<file path="src/rtl/core_ctrl_fsm.sv">
// core_ctrl_fsm: multi-cycle RV32 sequencer.
// Optional ready-wait timeout via MEM_TIMEOUT_EN.
module core_ctrl_fsm #(
  parameter int unsigned TIMEOUT_CYCLES = 255,
  parameter int unsigned TO_W           = 8
) (
  input  logic       clk,
  input  logic       rst,
  input  logic       run,
  input  logic       imem_ready,
  output logic       imem_req,
  output logic       ir_we,
  input  logic       dec_illegal,
  input  logic       dec_is_branch,
  input  logic       dec_jal,
  input  logic       dec_jalr,
  input  logic       dec_is_load,
  input  logic       dec_is_store,
  input  logic       dec_reg_write,
  input  logic       br_taken,
  input  logic       dmem_ready,
  output logic       dmem_req,
  output logic       dmem_we,
  output logic       rf_we,
  output logic [1:0] wb_sel,
  output logic       pc_we,
  output logic [1:0] pc_sel,
  output logic       retire,
  output logic       trap,
  output logic [1:0] trap_cause,
  output logic [2:0] state
);

  typedef enum logic [2:0] {
    S_IDLE   = 3'd0,
    S_FETCH  = 3'd1,
    S_DECODE = 3'd2,
    S_EXEC   = 3'd3,
    S_MEM    = 3'd4,
    S_WB     = 3'd5,
    S_TRAP   = 3'd6
  } state_t;

  localparam logic [1:0] C_NONE = 2'b00;
  localparam logic [1:0] C_ILL  = 2'b01;
  localparam logic [1:0] C_TO   = 2'b10;

  state_t     state_q;
  state_t     state_d;
  logic [1:0] cause_q;
  logic [1:0] cause_d;
  logic       to_hit;

`ifdef MEM_TIMEOUT_EN
  logic [TO_W-1:0] to_cnt;
  logic            waiting;

  assign waiting =
    ((state_q == S_FETCH) && !imem_ready) ||
    ((state_q == S_MEM) && !dmem_ready);

  assign to_hit = waiting &&
    (to_cnt == TO_W'(TIMEOUT_CYCLES - 1));

  always_ff @(posedge clk or posedge rst) begin
    if (rst) begin
      to_cnt <= '0;
    end else if (waiting) begin
      to_cnt <= to_cnt + 1'b1;
    end else begin
      to_cnt <= '0;
    end
  end
`else
  assign to_hit = 1'b0;
`endif

  always_ff @(posedge clk or posedge rst) begin
    if (rst) begin
      state_q <= S_IDLE;
      cause_q <= C_NONE;
    end else begin
      state_q <= state_d;
      cause_q <= cause_d;
    end
  end

  always_comb begin
    state_d = state_q;
    cause_d = cause_q;
    case (state_q)
      S_IDLE: begin
        if (run) state_d = S_FETCH;
      end
      S_FETCH: begin
        if (imem_ready) begin
          state_d = S_DECODE;
        end else if (to_hit) begin
          state_d = S_TRAP;
          cause_d = C_TO;
        end
      end
      S_DECODE: begin
        if (dec_illegal) begin
          state_d = S_TRAP;
          cause_d = C_ILL;
        end else begin
          state_d = S_EXEC;
        end
      end
      S_EXEC: begin
        if (dec_is_load || dec_is_store)
          state_d = S_MEM;
        else
          state_d = S_WB;
      end
      S_MEM: begin
        if (dmem_ready) begin
          state_d = S_WB;
        end else if (to_hit) begin
          state_d = S_TRAP;
          cause_d = C_TO;
        end
      end
      S_WB: begin
        state_d = run ? S_FETCH : S_IDLE;
      end
      S_TRAP: begin
        state_d = S_TRAP;
      end
      default: begin
        state_d = S_IDLE;
      end
    endcase
  end

  always_comb begin
    imem_req = 1'b0;
    ir_we    = 1'b0;
    dmem_req = 1'b0;
    dmem_we  = 1'b0;
    rf_we    = 1'b0;
    wb_sel   = 2'b00;
    pc_we    = 1'b0;
    pc_sel   = 2'b00;
    retire   = 1'b0;
    trap     = 1'b0;
    case (state_q)
      S_FETCH: begin
        imem_req = 1'b1;
        ir_we    = imem_ready;
      end
      S_MEM: begin
        dmem_req = 1'b1;
        dmem_we  = dec_is_store;
      end
      S_WB: begin
        pc_we  = 1'b1;
        retire = 1'b1;
        rf_we  = dec_reg_write &
                 ~dec_is_store &
                 ~dec_is_branch;
        if (dec_jal || dec_jalr)
          wb_sel = 2'b10;
        else if (dec_is_load)
          wb_sel = 2'b01;
        if (dec_jalr)
          pc_sel = 2'b10;
        else if (dec_jal ||
                 (dec_is_branch && br_taken))
          pc_sel = 2'b01;
      end
      S_TRAP: begin
        trap = 1'b1;
      end
      default: begin
      end
    endcase
  end

  assign trap_cause = cause_q;
  assign state      = state_q;

endmodule

</file>
<file path="config.mk">
export PLATFORM = sky130hd
export DESIGN_NAME = core_ctrl_fsm
export DESIGN_NICKNAME = d
export VERILOG_FILES = /design/src/rtl/core_ctrl_fsm.sv
export SDC_FILE = /design/constraint.sdc
export NUM_CORES = 1
export LEC_CHECK = 0
export CORE_AREA = 2 2 39 41
export DETAILED_ROUTE_END_ITERATION = 16
export DIE_AREA = 0 0 41 43
export DONT_BUFFER_PORTS = 1
export GPL_TIMING_DRIVEN = 0
export SLEW_MARGIN = 20
export SYNTH_ARGS = -nofsm -noshare
export SYNTH_HDL_FRONTEND = slang
export SYNTH_SLANG_ARGS = --single-unit
</file>
<file path="constraint.sdc">
create_clock -name clk -period 2.1 [get_ports clk]
set_clock_uncertainty 0.2 [all_clocks]
set_input_delay 0.21 -clock clk [delete_from_list [all_inputs] [get_ports clk]]
set_output_delay 0.21 -clock clk [all_outputs]
set_load 0.1 [all_outputs]
</file>
==> results of run 1 <==
cell usage in the layout, fill, tap and decap left out, types with 2 or more instances in the layout:
cell type,n
nor2_4,3
dlygate4sd3_1,2
nor2_1,4
buf_6,8
and2_4,3
clkbuf_4,3
inv_1,2
buf_4,7
a21oi_1,4
buf_8,2
dfrtp_4,3
nor3_1,2
layer usage:
layer | GRT usage | up-vias | routed length [um]
met1 | 0.149 | 158 | 387
li1 | - | 182 | -
met2 | 0.172 | 17 | 448
met4 | 0.0400 | 0 | 0
met5 | 0 | - | 0
met3 | 0.0628 | 0 | 85
layout make-up:
| class | count | area, um2 | share of cell area |
|---|---|---|---|
| Buffer | 5 | 56.3 | 0.0882 |
| Clock buffer | 4 | 26.3 | 0.0412 |
| Inverter | 4 | 18.8 | 0.0294 |
| Multi-Input combinational cell | 30 | 269 | 0.422 |
| Sequential cell | 4 | 111 | 0.175 |
| Tap cell | 16 | 20.0 | 0.0314 |
| Timing Repair Buffer | 14 | 136 | 0.214 |
synthesized netlist by cell type:
library cell	n
dfrtp_1	4
o21bai_2	1
and2_1	3
nor3_1	3
inv_1	3
buf_4	2
nor2_1	7
nor3b_2	1
and3_1	1
o21a_1	1
nand3_2	1
nand2b_1	1
a31o_2	1
a21o_1	1
conb_1	1
o31ai_1	1
nor4_1	1
inv_2	1
a21oi_1	4
nor4b_2	1
buf_6	3
mux2i_1	1
cell families after synthesis:
family / count (synthesis) / synth area share
buffers and inverters: 9 / 0.179
other: 1 / 0.0105
flip-flops: 4 / 0.281
multiplexers: 1 / 0.0281
AO/OA/AOI/OAI: 9 / 0.175
AND/OR/NAND/NOR: 19 / 0.326
stage by stage:
step / cell area (um2) / worst slack, ps / cells
5_1_grt: 638 / -751 / 77
6_report: 638 / -713 / 77
3_3_place_gp: 445 / -574 / 59
2_1_floorplan: 425 / -521 / 43
3_5_place_dp: 460 / -571 / 60
4_1_cts: 612 / -729 / 75
registers in the layout, summed over array words and instances (netlist names):
name        cells
state           3
trap_cause      1
worst reg2reg max path, stage by stage, from the launching register on:
cell and delay (ps):
dfrtp_4 610, buf_6 180, nor3b_4 880, and2_4 490, o21bai_2 180
how the worst max path moves through the flow:
stage,from,endpoint,slack [ps],cells after the start
CTS,state[2],ir_we,-730,3
floorplan,state[1],state[1],-520,4
global placement,state[2],state[1],-570,4
detailed placement,state[2],state[1],-570,4
global route,state[2],ir_we,-750,3
finish,state[2],ir_we,-710,3
timing repair:
action / CTS / global route
gates resized for setup: 10 / 3
hold buffers: 2 / 0
hold endpoints to repair: 5 / 0
setup buffers: 9 / 2
pin swaps: 8 / 6
setup endpoints to repair: 13 / 13
==> flow_metrics.tcl, run 1 <==
set metrics [dict create \
    grt_setup_unrepaired "true" \
    clkLatencyLatePin_ps 240 \
    place_hpwl_um 642 \
    r2r_cells 4 \
    ys_seq_elements 4 \
    synthTopCellsByArea "dfrtp_1 (28%), buf_6 (9.5%), nor2_1 (7.4%), a21oi_1 (5.6%), and2_1 (5.3%)" \
    fillers 135 \
    post_drt_wl_per_cell_um 11.9 \
    netlist.top_cell.by_area "dfrtp_1" \
    rrSetupSlack_ps -520 \
    holdPathEnd "state[2]" \
    clock-sinks 4 \
    max_freq_mhz 356 \
    wl_um 920 \
    tightest_slew_ps 1080 \
    setup.worst_path.end_class "output port" \
    antenna_cells 0 \
    core_region_area_mm2 0.00138 \
    drt_iter0_drc 2 \
    synth.yosys.seq_area_share 0.281 \
    cts_root_buf "clkbuf_4" \
    rows 14 \
    critPathMaxStageDelay_ps 880 \
    start_kind "flop" \
    holdWs_ps 13.0 \
    antenna_found_initial 0 \
    clockBufferDepth 2 \
    grt_pass1_vias 354 \
    r2r-end "state[1]" \
    arrival_ps 2400 \
    slew_headroom 0.282 \
    num_vias 357 \
    violations "setup timing" \
    dieHeight_um 43 \
    die_area_mm2 0.00176 \
    hold_viol 0 \
    setup_viol 13 \
    syn_to_final_growth_pct 78.9 \
    slew_violations 0 \
    drive_gt1_frac 0.639 \
    crit_family "simple AND/OR/NAND/NOR gates" \
    grt_max_degree 7 \
    synth_top_area_frac 0.281 \
    ios 30 \
    nNetsFinal 75 \
    tritoncts "yes" \
    period_share 1.34 \
    grt_usage 0.120 \
    fin_util 0.461 \
    synth_warnings 0 \
    maxCapViolCount 0 \
    port_buffers 0 \
    cts_max_level 1 \
    tns_ps -5810 \
    r2r-start "state[2]" \
    min-delay-start "dec_illegal" \
    criticalPathCategory "flop to output port" \
    path_clk_slew_ps 40 \
    place.gp.congestion 0.664 \
    synthDistinctLibCells 22 \
    avgSynthCellArea_um2 8.29 \
    cts_buffers 3 \
    fp.dieW_um 41 \
    path_cells "buf_6 -> nor3b_4 -> and2_4" \
    netlist_area_um2 357 \
    first_pass_iters 3 \
    synth_cells 43 \
    timing.final.ws_setup_ps -713 \
    gr-total-overflow 0 \
    worstHoldPathCells 2 \
    initial_utilization 0.258 \
    slowest_stage "nor3b_4" \
    drc 0 \
    path_buf_inv 1 \
    antenna_left 0 \
    cp_max_fo 2 \
    hold_class "input pin to flop" \
    vias_per_cell 4.64 \
    synth_nets 56 \
    grt_pass1_wl_um 1410 \
    outcome "finished with violations" \
    worstPathRequired_ps 1690 \
    period_minus_slack_ps 2810 \
]
Power of run 1 is left out: the tool's default activity adds up to more than one toggle a clock period on the data nets, which glitch-free logic cannot reach.
==> inputs of run 2 (changes only) <==
PLACE_DENSITY = 0.38   (was unset)
==> run 2 against run 1 <==
Net effect:
- the flow still finishes with violations (setup timing)
- critical path depth unchanged
- cell count decreased by 5.2%
- flip-flop and latch count unchanged
- via count decreased by 3.9%
- global-route usage increased by 0.21 points
==> flow_metrics.tcl, run 2 (synthesis results as in run 1) <==
set metrics [dict create \
    outcome "finished with violations" \
    violations "setup timing" \
    grt_max_degree 11 \
    tritoncts "yes" \
    syn_to_final_growth_pct 68.1 \
    slowest_stage "nor3b_4" \
    path_buf_inv 1 \
    max_freq_mhz 355 \
    post_drt_wl_per_cell_um 12.7 \
    dr_wl_met2_um 487 \
    timing.final.ws_setup_ps -720 \
    cts_root_buf "clkbuf_4" \
    core_region_area_mm2 0.00138 \
    initial_utilization 0.258 \
    place_hpwl_um 691 \
    grt_usage 0.122 \
    worstPathRequired_ps 1690 \
    grt_pass1_vias 372 \
    final_common_cell "buf_4" \
    path_clk_slew_ps 40 \
    period_share 1.34 \
    clock-sinks 4 \
    path_cells "buf_8 -> nor3b_4 -> and2_4" \
    largest_reg_flops 3 \
    cts_buffers 3 \
    hold_class "input pin to flop" \
    cts_max_level 1 \
    first_pass_iters 1 \
    slew_violations 0 \
    setup_viol 13 \
    tns_ps -5270 \
    slew_headroom 0.282 \
    crit_family "simple AND/OR/NAND/NOR gates" \
    wirelength_met1_um 366 \
    ios 30 \
    grt_pass1_wl_um 1410 \
    dieHeight_um 43 \
    critPathMaxStageDelay_ps 880 \
    clockBufferDepth 2 \
    arrival_ps 2410 \
    die_area_mm2 0.00176 \
    fp.dieW_um 41 \
    nNetsFinal 71 \
    mostFrequentLayoutCells "buf_4 (6), buf_8 (4), nor2_1 (4), a21oi_1 (4)" \
    rows 14 \
    gr-total-overflow 0 \
    wl_um 930 \
    drt_iter0_drc 0 \
    maxCapViolCount 0 \
    clkLatencyLatePin_ps 240 \
    highest_layer "met3" \
    place.gp.congestion 0.655 \
    antenna_left 0 \
    period_minus_slack_ps 2820 \
    met3_length_um 77 \
    setup.worst_path.end_class "output port" \
    antenna_found_initial 0 \
    grt_setup_unrepaired "true" \
    cp_max_fo 2 \
    start_kind "flop" \
    criticalPathCategory "flop to output port" \
    hold_viol 0 \
    drive_gt1_frac 0.614 \
    num_vias 343 \
    tightest_slew_ps 1080 \
    antenna_cells 0 \
    port_buffers 0 \
    drc 0 \
    vias_per_cell 4.70 \
]
-- run 2: through the flow --
step           utilization  instance area [um2]  hold WS [ps]  std cells  setup WS [ps]
3_3_place_gp         0.322                  445          -211         59           -565
5_1_grt              0.433                  599          25.9         73           -769
6_report             0.433                  599          8.02         73           -720
2_1_floorplan            -                  425          -224         43           -521
3_5_place_dp         0.333                  460          -204         60           -562
4_1_cts              0.430                  596          2.19         73           -726
-- run 2: layer usage --
metal,vias up,track usage
li1,170,-
met1,153,0.121
met2,20,0.200
met3,0,0.0890
met4,0,0.0200
met5,-,0
-- run 2: final timing paths --
| kind | depth (start not counted) | to | from | slack, ps |
|---|---|---|---|---|
| min in group asynchronous | 2 | state[1] | rst | 100 |
| max | 3 | ir_we | state[2] | -720 |
| max reg2reg | 4 | state[1] | state[2] | -520 |
| max in group asynchronous | 2 | state[2] | rst | 1420 |
| min reg2reg | 2 | state[1] | state[0] | 720 |
| min | 2 | state[2] | dec_illegal | 8 |
-- run 2: what timing repair did --
item / in CTS / in global routing
hold buffers: 2 / 0
setup endpoints to repair: 13 / 13
hold endpoints to repair: 5 / 0
buffers inserted: 7 / 0
resized for setup: 10 / 1
cloned: 0 / 0
pin swaps: 8 / 5
-- run 2: area by class of cell --
class / instances / area, um2
clock buffers: 4 / 26.3
plain buffers: 5 / 63.8
fillers: 142 / 785
flip-flops and latches: 4 / 111
inverters: 4 / 18.8
multi-input cells: 30 / 264
well taps: 16 / 20.0
repair buffers: 10 / 95.1
Power of run 2 is left out for the same reason.
